File: src/rtl/seg7_scan_counter.sv
// N-digit BCD up/down counter driven by a debounced push-button, with a
// time-multiplexed active-low 7-segment display driver.
module seg7_scan_counter #(
    parameter int unsigned DIGITS   = 4,
    parameter int unsigned SCAN_DIV = 12000,
    parameter int unsigned DEBOUNCE = 120000,
    parameter int unsigned BLANK_LZ = 1
) (
    input  logic                  clk,
    input  logic                  rst,
    input  logic                  en,
    input  logic                  up,
    input  logic                  step_in,
    input  logic                  clr,
    output logic [6:0]            seg,
    output logic [DIGITS-1:0]     an,
    output logic [4*DIGITS-1:0]   count_bcd,
    output logic                  ovf
);

    localparam int unsigned CW    = 4 * DIGITS;
    localparam int unsigned DEB_W = $clog2(DEBOUNCE + 1);
    localparam int unsigned PRE_W = $clog2(SCAN_DIV);
    localparam int unsigned IDX_W = (DIGITS > 1) ? $clog2(DIGITS) : 1;

    logic             r_sync1;
    logic             r_sync2;
    logic             r_deb;
    logic             r_deb_d;
    logic [DEB_W-1:0] r_deb_cnt;
    logic             w_step;

    logic [CW-1:0]    r_count;
    logic             r_ovf;
    logic [CW-1:0]    w_cnt_next;
    logic             w_carry;
    logic [3:0]       w_dig;

    logic [PRE_W-1:0] r_presc;
    logic [IDX_W-1:0] r_idx;

    logic [3:0]       w_digit;
    logic             w_blank;
    logic [6:0]       w_seg_dec;
    logic [6:0]       r_seg;
    logic [DIGITS-1:0] r_an;

    // Button synchroniser and debouncer; level only flips after a stable run.
    always_ff @(posedge clk) begin
        if (rst) begin
            r_sync1   <= 1'b0;
            r_sync2   <= 1'b0;
            r_deb     <= 1'b0;
            r_deb_d   <= 1'b0;
            r_deb_cnt <= '0;
        end else begin
            r_sync1 <= step_in;
            r_sync2 <= r_sync1;
            r_deb_d <= r_deb;
            if (r_sync2 == r_deb) begin
                r_deb_cnt <= '0;
            end else if (r_deb_cnt == DEB_W'(DEBOUNCE - 1)) begin
                r_deb     <= r_sync2;
                r_deb_cnt <= '0;
            end else begin
                r_deb_cnt <= r_deb_cnt + DEB_W'(1);
            end
        end
    end

    assign w_step = r_deb & ~r_deb_d;

    // Ripple BCD increment/decrement; a carry out of the top digit is a wrap.
    always_comb begin
        w_cnt_next = r_count;
        w_carry    = 1'b1;
        w_dig      = 4'd0;
        for (int i = 0; i < int'(DIGITS); i++) begin
            w_dig = r_count[4*i +: 4];
            if (w_carry) begin
                if (up) begin
                    if (w_dig == 4'd9) begin
                        w_dig = 4'd0;
                    end else begin
                        w_dig   = w_dig + 4'd1;
                        w_carry = 1'b0;
                    end
                end else begin
                    if (w_dig == 4'd0) begin
                        w_dig = 4'd9;
                    end else begin
                        w_dig   = w_dig - 4'd1;
                        w_carry = 1'b0;
                    end
                end
            end
            w_cnt_next[4*i +: 4] = w_dig;
        end
    end

    always_ff @(posedge clk) begin
        if (rst || clr) begin
            r_count <= '0;
            r_ovf   <= 1'b0;
        end else if (w_step && en) begin
            r_count <= w_cnt_next;
            r_ovf   <= w_carry;
        end else begin
            r_ovf   <= 1'b0;
        end
    end

    // Scan prescaler and digit index.
    always_ff @(posedge clk) begin
        if (rst) begin
            r_presc <= '0;
            r_idx   <= '0;
        end else if (r_presc == PRE_W'(SCAN_DIV - 1)) begin
            r_presc <= '0;
            if (r_idx == IDX_W'(DIGITS - 1)) begin
                r_idx <= '0;
            end else begin
                r_idx <= r_idx + IDX_W'(1);
            end
        end else begin
            r_presc <= r_presc + PRE_W'(1);
        end
    end

    // Digit select, leading-zero blanking and segment decode.
    always_comb begin
        w_digit = 4'd0;
        w_blank = (BLANK_LZ != 0) && (r_idx != '0);
        for (int i = 0; i < int'(DIGITS); i++) begin
            if (IDX_W'(i) == r_idx) begin
                w_digit = r_count[4*i +: 4];
            end
            if ((IDX_W'(i) >= r_idx) && (r_count[4*i +: 4] != 4'd0)) begin
                w_blank = 1'b0;
            end
        end
        case (w_digit)
            4'd0:    w_seg_dec = 7'h40;
            4'd1:    w_seg_dec = 7'h79;
            4'd2:    w_seg_dec = 7'h24;
            4'd3:    w_seg_dec = 7'h30;
            4'd4:    w_seg_dec = 7'h19;
            4'd5:    w_seg_dec = 7'h12;
            4'd6:    w_seg_dec = 7'h02;
            4'd7:    w_seg_dec = 7'h78;
            4'd8:    w_seg_dec = 7'h00;
            4'd9:    w_seg_dec = 7'h10;
            default: w_seg_dec = 7'h7F;
        endcase
    end

    always_ff @(posedge clk) begin
        if (rst) begin
            r_seg <= 7'h7F;
            r_an  <= '1;
        end else begin
            r_seg <= w_blank ? 7'h7F : w_seg_dec;
            r_an  <= ~(DIGITS'(1) << r_idx);
        end
    end

    assign seg       = r_seg;
    assign an        = r_an;
    assign count_bcd = r_count;
    assign ovf       = r_ovf;

endmodule

File: config.mk
export PLATFORM = sky130hd
export DESIGN_NAME = seg7_scan_counter
export DESIGN_NICKNAME = d
export VERILOG_FILES = /design/src/rtl/seg7_scan_counter.sv
export SDC_FILE = /design/constraint.sdc
export NUM_CORES = 1
export LEC_CHECK = 0
export ABC_AREA = 1
export ABC_CLOCK_PERIOD_IN_PS = 2100
export BUFFER_PORTS_ARGS = -buffer_cell sky130_fd_sc_hd__buf_2
export CORE_UTILIZATION = 45
export DETAILED_ROUTE_END_ITERATION = 10
export PLACE_DENSITY = 0.68
export REMOVE_ABC_BUFFERS = 1
export SETUP_SLACK_MARGIN = 0.4
export SYNTH_ARGS = -nofsm -noshare
export SYNTH_HDL_FRONTEND = slang
export SYNTH_SLANG_ARGS = --single-unit
export TNS_END_PERCENT = 1
File: constraint.sdc
create_clock -name clk -period 2.1 [get_ports clk]
set_input_delay 0.525 -clock clk [delete_from_list [all_inputs] [get_ports clk]]
set_output_delay 0.525 -clock clk [all_outputs]
set_load 0.03 [all_outputs]
# After elaboration in Yosys (flattened, before gate mapping)
# Memories as Yosys holds them, arrays and structs flattened. A register that Yosys moved wholly into a read port is not among the register bits.
# Cells that the tools add are included.
# Widths: inputs -> output; s select.
dict set report op_classes {
  n_bitwise 6
  n_eq_ne 11
  add_sub_neg 11
  muxes 35
  reduce_logical 24
  order_cmp 4
  shifts 1
}
# cell count
set op_table {}
lappend op_table {{$mux 4} 16}
lappend op_table {{$mux 1} 18}
lappend op_table {{$add 17x1->17 const B} 1}
lappend op_table {{$eq 17x17->1 const B} 1}
lappend op_table {{$add 4x1->4 const B} 4}
lappend op_table {{$eq 4x4->1 const B} 4}
lappend op_table {{$logic_not 4->1} 4}
lappend op_table {{$reduce_bool 4->1} 4}
lappend op_table {{$sub 4x1->4 const B} 4}
lappend op_table {{$add 14x1->14 const B} 1}
lappend op_table {{$eq 14x14->1 const B} 1}
lappend op_table {{$reduce_and 2->1} 4}
lappend op_table {{$reduce_or 3->1} 2}
lappend op_table {{$logic_and 1x1->1} 5}
lappend op_table {{$eq 2x2->1 const A} 2}
lappend op_table {{$ge 1x2->1 const A} 2}
lappend op_table {{$ge 2x2->1 const A} 2}
lappend op_table {{$not 1->1} 4}
lappend op_table {{$not 4->4} 1}
lappend op_table {{$reduce_or 2->1} 2}
lappend op_table {{$shl 1x2->4 const A} 1}
lappend op_table {{$add 2x1->2 const B} 1}
lappend op_table {{$eq 1x2->1 const A} 1}
lappend op_table {{$eq 2x2->1 const B} 1}
lappend op_table {{6 further kinds} 6}
dict set report totals {
  mem_bits_ro 112
  ff_bits 58
  wordCells 106
  n_memories 1
}
# memory depth width read_ports rd_ports_with_merged_regs write_ports line
set mem_list {}
lappend mem_list {{(name not given)} 16 7 1 1 0 142} ;# case (w_digit)

# Longest topological paths before layout
# Gate-level depths: netlist (run 1).
dict set report logic_depth {
  word_depth 7
  mapped_depth 14
}

# Least setup slack after synthesis (run 1)
# Ideal clock, no wire load.
dict set report synth_timing {
  kind {reg2reg}
  startpoint {register r_idx[0]}
  endpoint {register r_seg[3] (netlist: seg[3])}
  setup_time_ps 120
  path_slack_ps 316
  arrival_time_ps 1664
  path_stages_with_launch 14
  synth_period_minus_slack_ps 1784
  n_path_buf 1
  cell_sequence {dfxtp_1 inv_1 ha_1 buf_2 a21oi_1 nand2_1 nand2_1 inv_1 ha_1 inv_1 nor2_1 a21oi_1 nand2_1 nand2_1}
}
dict set report synth_between {
  elab_chain_cells 7
  word_cells_on_any_way 22
  classes_between {4 x order compare; 3 x eq/ne; 8 x mux; 7 x reduce/logical}
}
# element line
set synth_rtl {}
lappend synth_rtl {{start, declared} 40} ;# logic [IDX_W-1:0] r_idx;
lappend synth_rtl {{start signal, assigned} 123} ;# r_idx <= r_idx + IDX_W'(1);
lappend synth_rtl {{$ge 1x2->1} 138} ;# if ((IDX_W'(i) >= r_idx) && (r_count[4*i +: 4] != 4'd0)) begin
lappend synth_rtl {{$logic_and 1x1->1} 138}
lappend synth_rtl {{$mux 1 (4 in a row)} 138}
lappend synth_rtl {{$reduce_or 2->1 (no source line)} -}
lappend synth_rtl {{end, declared} 45} ;# logic [6:0] r_seg;
# Parallel ways exist; a longest one is shown, timed or not.
# A chain may end at the register's enable or synchronous reset.

# Worst setup path after layout (run 1)
dict set report layout_timing {
  startpoint {register r_idx[1]}
  endpoint {register r_seg[3] (netlist: seg[3])}
}
# The elaborated chain is that of the path after synthesis.

==> impl_results.md, run 1 <==
- Fill count: 754
- Cts bufs inserted: 9
- Post-synthesis simple-gate area fraction: 36.5%
- Ant. Diodes: 0
- Mapped cell area: roughly 3600 um^2
- DRC violations left: 0
- Rel. slew slack: a little over 70%
- Gr ovfl total: 0
- Pwr per Cell Area: around 550 nW/um^2
- #FFs+latches synth: 65
- Finish-stage setup viols: 0
- Yosys top cell area share: 36.3%
- Vias/cell: 4.92
- Buffers added on ports: 33
- Antenna Nets Post-Route: 0
- Max-slew violations: 0
- Max-capacitance violation count: 0
- Gr usage total: 19.7%
- CP arrival: 1.91 ns
- Vias: about 3,300
- Final worst path period share: 80.1%
- Layout Area Growth over Synthesis: 14.7%
- Sequential area share after synthesis: 36.3%
- CP required: 2.33 ns
- Crit. End Element: flip-flop
- Crit Path Max Fanout: 7
- Post-synthesis mux area share: 0%
- RSZ-0062 raised after global routing: yes
- Reg clk slew, reported paths: around 0.070 ns
- WS Path Type: flip-flop to flip-flop
- NumNets Final: just under 600
- DR pass1 iterations: 4
- Initial Util: 46.4%
- H-tree depth: 3
- Wire length per cell: 11.0 um
- Seq pwr share: 55.3%
- Hold crit path type: input port to flip-flop
- Hold_ws: ~0.38 ns
- Initial antenna violation count: 0
- Sw power: 0.569 mW
- Adder-cell share of the synthesized area: between 3 and 4%
- First-pass GRT wire length: 13,200 um
- Top Ports: 34
- Clock power share: 40.5%
- Internal power: 1.69 mW
- Site row count: 32
- Peak supply drop: 338 uV
- Core Region: 7730 um^2
- Post-synthesis compound-gate area fraction: 10.5%
- Type of origin of the critical path: flip-flop
- Vias in the first global route: approximately 3,100
- Die H: 91.3 um
- Final wirelength: between 7000 and 8000 um
- Pwr Total: 2.26 mW
- P_leak: 1.82 nW
- Die Wd: 91.3 um
- Status: complete, no violations
- Final hold violation count: 0
- YS warnings: 0
- Area contributors post-synth: dfxtp_1 (36%), nand2_1 (12%), nor2_1 (8.8%)
- CTS tree: yes
- Post-layout instance count excluding filler cells: ~680
- Clock sinks: between 60 and 70
- GP Congestion: 0.871
- Share of layout cells above drive strength 1: roughly 18%
- Gate Count Post-Synth: 529
- Largest family of logic cells by synthesized area: simple AND/OR/NAND/NOR gates
- Cell count after placement: 658
- Switching Share: 25.2%
- Minimum clock period: 1.68 ns
- Post-Synth XOR/XNOR Area: 3.66%
- Die Area: 8340 um^2
- TNS Setup: 0 ns
- Clock root buffer: clkbuf_8
- Slew at the pin closest to its max-slew limit: 0.413 ns
- Largest area contributor in the netlist: dfxtp_1
- Combinational power share: under 10%
- Largest net degree at the start of global routing: 18
- Synth unique cells: 36
- Avg Inst Size Synth: 6.78 um^2
- Max frequency: 594 MHz
- Bufs on Longest Clock Path: 2
- Post-placement cell area: between 3000 and 4000 um^2
- Clk_skew: 0.00993 ns
- Most common cell after layout, fill and taps aside: nand2_1
- Worst-Skew Late Latency: 0.34 ns
- Design area: just over 4000 um^2
- DR iter-0 viols: around 180
- DP Wirelength: roughly 5500 um
- Most frequent cells in the layout: nand2_1 (110), nor2_1 (83), inv_1 (66), dfxtp_1 (63), buf_2 (33)
-- layer usage --
metal  share of wire [%]  track usage [%]  up-vias  routed length (um)
li1                    -                -     1748                   -
met1                  46             23.2     1495                3400
met2                  49             34.1       66                3640
met3                 3.7             4.77       14                 274
met4                 1.7             8.33        0                 129
met5                   0                0        -                   0
-- cells by family after synthesis --
logic type,count (synthesis)
adder cells (fa/ha/maj),9
AO/OA/AOI/OAI,73
flip-flops,65
XOR/XNOR,15
AND/OR/NAND/NOR,279
buffers and inverters,88
-- repair_timing --
item	4_1_cts	5_1_grt
endpoints found under the setup margin	6	20
gates resized for setup	19	7
cloned	0	0
pin swaps	0	1
hold buffers	0	0
setup buffers	0	2
-- through the flow --
step / utilization, % / setup slack (ns)
CTS: 52.6 / 0.405
finish: 53.3 / 0.417
floorplan: - / 0.361
global route: 53.3 / 0.307
global placement: 49.8 / 0.256
detailed placement: 49.8 / 0.153
-- state kept, by name, summed over array words and instances, names as in the netlist --
signal and flops:
r_deb 1, r_deb_d 1, seg 7, an 4, r_presc 14, ovf 1, r_sync2 1, r_sync1 1
r_deb_cnt 17, count_bcd 16, r_idx 2
-- power by group through the flow --
stage | Clock (mW) | Sequential (mW) | Combinational, mW
2_1_floorplan | 0 | 1.29 | 0.0462
3_3_place_gp | 0 | 1.28 | 0.0938
3_5_place_dp | 0 | 1.28 | 0.0947
4_1_cts | 0.943 | 1.25 | 0.0949
5_1_grt | 1.00 | 1.25 | 0.107
6_report | 0.915 | 1.25 | 0.0958
-- worst max-delay path, stage by stage (launching register included) --
cell     delay [ns]
dfxtp_4        0.39
inv_4          0.06
ha_4           0.18
a21oi_1        0.15
nand2_1        0.08
nand2_1        0.08
nand2_2        0.08
ha_4           0.27
inv_2          0.03
nor2_2         0.09
a21oi_1        0.05
nand2_1        0.06
nand2_1        0.05
-- cells in the mapped netlist (all sizes together) --
cell type and n:
a21oi 33, a221oi 1, a31oi 2, buf 7
clkbuf 1, dfxtp 65, ha 9, inv 80
nand2 124, nand3 36, nand3b 3, nand4 7
nor2 92, nor3 12, nor3b 2, o211ai 1
o21ai 36, or2 3, xnor2 5, xor2 10
-- final cells by class --
cell class / instances / area [um^2] / share of cell area, %
clock buffers: 10 / 128 / 3.10
flip-flops and latches: 65 / 1310 / 31.8
repair buffers: 37 / 195 / 4.74
well taps: 102 / 128 / 3.10
multi-input cells: 376 / 2010 / 48.9
clock inverters: 6 / 35.0 / 0.851
inverters: 80 / 310 / 7.54
-- worst paths after layout --
check / to / slack, ns / cells past startpoint / start
max reg2reg: seg[3] / 0.42 / 12 / r_idx[1]
max: seg[3] / 0.42 / 12 / r_idx[1]
min reg2reg: r_sync2 / 0.41 / 2 / r_sync1
min: r_sync1 / 0.38 / 3 / step_in
(Power assumes the default switching activity.)
==> run 2, diff against run 1 <==
ABC_AREA = 0   (was 1)
ABC_CLOCK_PERIOD_IN_PS = 1400   (was 2100)
PLACE_DENSITY = 0.71   (was 0.68)
clock period = 1.4 ns   (was 2.1 ns; I/O delays follow)
==> run 2 against run 1 <==
  * The flow now finishes with violations (setup timing)
  * Die area grew 0.58%
  * Global-route usage grew 3.7 points
  * Synthesized cell count shrank 18%
  * Largest cell class unchanged
  * Highest routed layer unchanged
==> impl_results.md, run 2 <==
- Status: complete, but fails checks
- Failing checks: setup timing
- Vias: 3,602 (+8.4%)
- R2r setup slk: -0.40 ns (-0.81 ns)
- Max incr delay on CP: 0.39 ns (about the same)
- Vias/cell: 5.70 (+16%)
- Finish-stage setup viols: 18 (+18)
- Antenna Nets Post-Route: 0 (unchanged)
- CP arrival: 2.02 ns (+0.11 ns)
- Area contributors post-synth: dfxtp_1 (36%), xor2_1 (5.3%), nor2_1 (5.0%)
- Cell depth of the worst min-delay path: 2 (-1)
- Initial antenna violation count: 0 (unchanged)
- Pwr Total: 3.53 mW (+56%)
- WS Path Type: flip-flop to flip-flop
- Multi-input combinational cell area: 2420 um^2 (+20%)
- H-tree depth: 3 (unchanged)
- Slew at the pin closest to its max-slew limit: 0.404 ns (-0.00918 ns)
- Slowest cell on crit path: dfxtp_4
- Crit Path Max Fanout: 6 (-1)
- RSZ-0062 raised after global routing: yes
- Gr ovfl total: 0 (unchanged)
- Worst-Skew Late Latency: 0.35 ns (about the same)
- Worst Hold End: r_sync1
- Gate Count Post-Synth: 434 (-18%)
- PnR worst setup slack: -0.397 ns (-0.814 ns)
- Max frequency: 556 MHz (-6.4%)
- Rel. slew slack: 72.9% (+0.68 points)
- Fin util: 67.6% (+14 points)
- Vias in the first global route: 3,388 (+8.5%)
- Final wirelength: 10,000 um (+35%)
- Die H: 91.6 um (+0.29%)
- Mapped cell area: 3610 um^2 (+0.59%)
- NumNets Final: 542 (-7.2%)
- Synth unique cells: 66 (+83%)
- Buf/Inv on CP: 4 (+2)
- RR Startpoint: r_idx[1]
- CTS tree: yes
- Crit-path cells: inv_4 > ha_4 > buf_6 > a211oi_2 > a211o_1 > inv_2 > buf_4 > o21ai_1 > o311ai_2
- Max-capacitance violation count: 0 (unchanged)
- DR pass1 iterations: 5 (+1)
- Seq. cell area: 1360 um^2 (+3.7%)
- Most flops, register: r_deb_cnt
- Final worst path period share: 128% (+48 points)
- Max reg flops: 17 (unchanged)
- Post-synth EDFFs: 0 (unchanged)
- Most common cell in the netlist: dfxtp_1
- Yosys top cell area share: 36.0% (-0.21 points)
- Most frequent cells in the layout: buf_4 (53), buf_6 (50), nor2_1 (41), dfxtp_1 (34), dfxtp_2 (24)
- Sequential area share after synthesis: 36.0% (-0.21 points)
- Largest net degree at the start of global routing: 18 (unchanged)
- DP Wirelength: 6180 um (+11%)
- P_leak: 1.98 nW (+9.3%)
- Initial Util: 46.7% (+0.28 points)
- Reg clk slew, reported paths: 0.08 ns (about the same)
- Buffers added on ports: 33 (unchanged)
- R2R Path End: seg[6]
- Bufs on Longest Clock Path: 2 (unchanged)
- Die Area: 8380 um^2 (+0.58%)
- Hold path startpoint: step_in
- Max-slew violations: 0 (unchanged)
- Core Region: 7730 um^2 (unchanged)
- Wire length per cell: 15.8 um (+44%)
- Type of origin of the critical path: flip-flop
- Hold crit path type: input port to flip-flop
- Clock root buffer: clkbuf_8
- Peak supply drop: 697 uV (+110%)
- Top Ports: 34 (unchanged)
- Layout Area Growth over Synthesis: 44.6%
- TNS Setup: -4.21 ns (-4.21 ns)
- Site row count: 32 (unchanged)
- YS warnings: 0 (unchanged)
- Most frequent cells after synthesis: dfxtp_1 (65), nor2_1 (48), o21ai_0 (26)
- Cts bufs inserted: 9 (unchanged)
- CP required: 1.62 ns (-0.71 ns)
- Pwr per Cell Area: 676 nW/um^2 (+23%)
- Post-placement cell area: 4320 um^2 (+12%)
- Share of layout cells above drive strength 1: 42.8% (+25 points)
- Largest area contributor in the netlist: dfxtp_1
- Fill count: 596 (-21%)
- Ant. Diodes: 0 (unchanged)
- Post-synth ARST share: 0% (unchanged)
- DR iter-0 viols: 143 (-20%)
- Clock sinks: 65 (unchanged)
- Die Wd: 91.6 um (+0.29%)
- GP Congestion: 0.875 (+0.46%)
- Dominant synthesized flop cell: dfxtp_1
- CP delay by family, top: compound AO/OA/AOI/OAI gates
- Clk_skew: 0.0129 ns (+0.00297 ns)
- Gr usage total: 23.4% (+3.7 points)
- Final hold violation count: 0 (unchanged)
- #FFs+latches synth: 65 (unchanged)
- DRC violations left: 0 (unchanged)
- Avg Inst Size Synth: 8.32 um^2 (+23%)
- Crit. End Element: flip-flop
- Minimum clock period: 1.80 ns (+0.114 ns)
- Most common cell after layout, fill and taps aside: buf_4
- Design area: 5220 um^2 (+27%)
- FF-to-FF path depth: 9 (-3)
- First-pass GRT wire length: 15,600 um (+18%)
## run 2: stage by stage
step	hold slack, ns	instances	setup slack (ns)
2_1_floorplan	0.413	402	-0.519
3_3_place_gp	0.417	609	-0.463
3_5_place_dp	0.437	609	-0.657
4_1_cts	0.209	627	-0.355
5_1_grt	0.227	632	-0.481
6_report	0.220	632	-0.397
## run 2: metal layers
| metal | vias to the layer above | track usage, % | wire [um] |
|---|---|---|---|
| li1 | 1751 | - | - |
| met1 | 1713 | 25.3 | 4030 |
| met2 | 105 | 42.2 | 5220 |
| met3 | 33 | 6.62 | 437 |
| met4 | 0 | 10.2 | 329 |
| met5 | - | 0 | 0 |
## run 2: worst max-delay path by stage
| stage | from | to | slack [ns] | cells after the start |
|---|---|---|---|---|
| after global placement | r_idx[0] | seg[6] | -0.46 | 8 |
| after floorplan | count_bcd[0] | count_bcd[5] | -0.52 | 4 |
| final | r_idx[1] | seg[6] | -0.40 | 9 |
| after global routing | r_idx[0] | seg[3] | -0.48 | 8 |
| after CTS | r_idx[1] | seg[1] | -0.35 | 8 |
| after detailed placement | r_idx[0] | seg[1] | -0.66 | 8 |
## run 2: area by class of cell
cell class                 instances  area share [%]
inverter                          15            1.17
sequential                        65            26.0
tap                              102            2.44
clock buffer                      11            2.90
timing repair buffer             114            20.7
multi-input combinational        322            46.4
clock inverter                     3           0.336
## run 2: repair_timing
item / 4_1_cts / 5_1_grt
endpoints found under the setup margin: 90 / 88
buffers inserted: 4 / 5
hold buffers: 0 / 0
gates cloned: 0 / 0
pin swaps: 48 / 32
resized for setup: 148 / 60
## run 2: cell families (layout without fill, tap and decap cells)
kind of cell | count (synthesis) | count (layout) | share of synthesized area [%]
compound gates | 103 | 103 | 19.6
fa+ha+maj | 9 | 9 | 3.12
xor+xnor | 32 | 32 | 7.76
mux | 3 | 3 | 0.867
buf+inv | 47 | 143 | 5.44
flops | 65 | 65 | 36.0
simple gates | 175 | 175 | 27.2
## run 2: power by group
| part | switching, mW | internal [mW] |
|---|---|---|
| Combinational | 0.129 | 0.0927 |
| Clock | 0.723 | 0.713 |
| Sequential | 0.0130 | 1.86 |
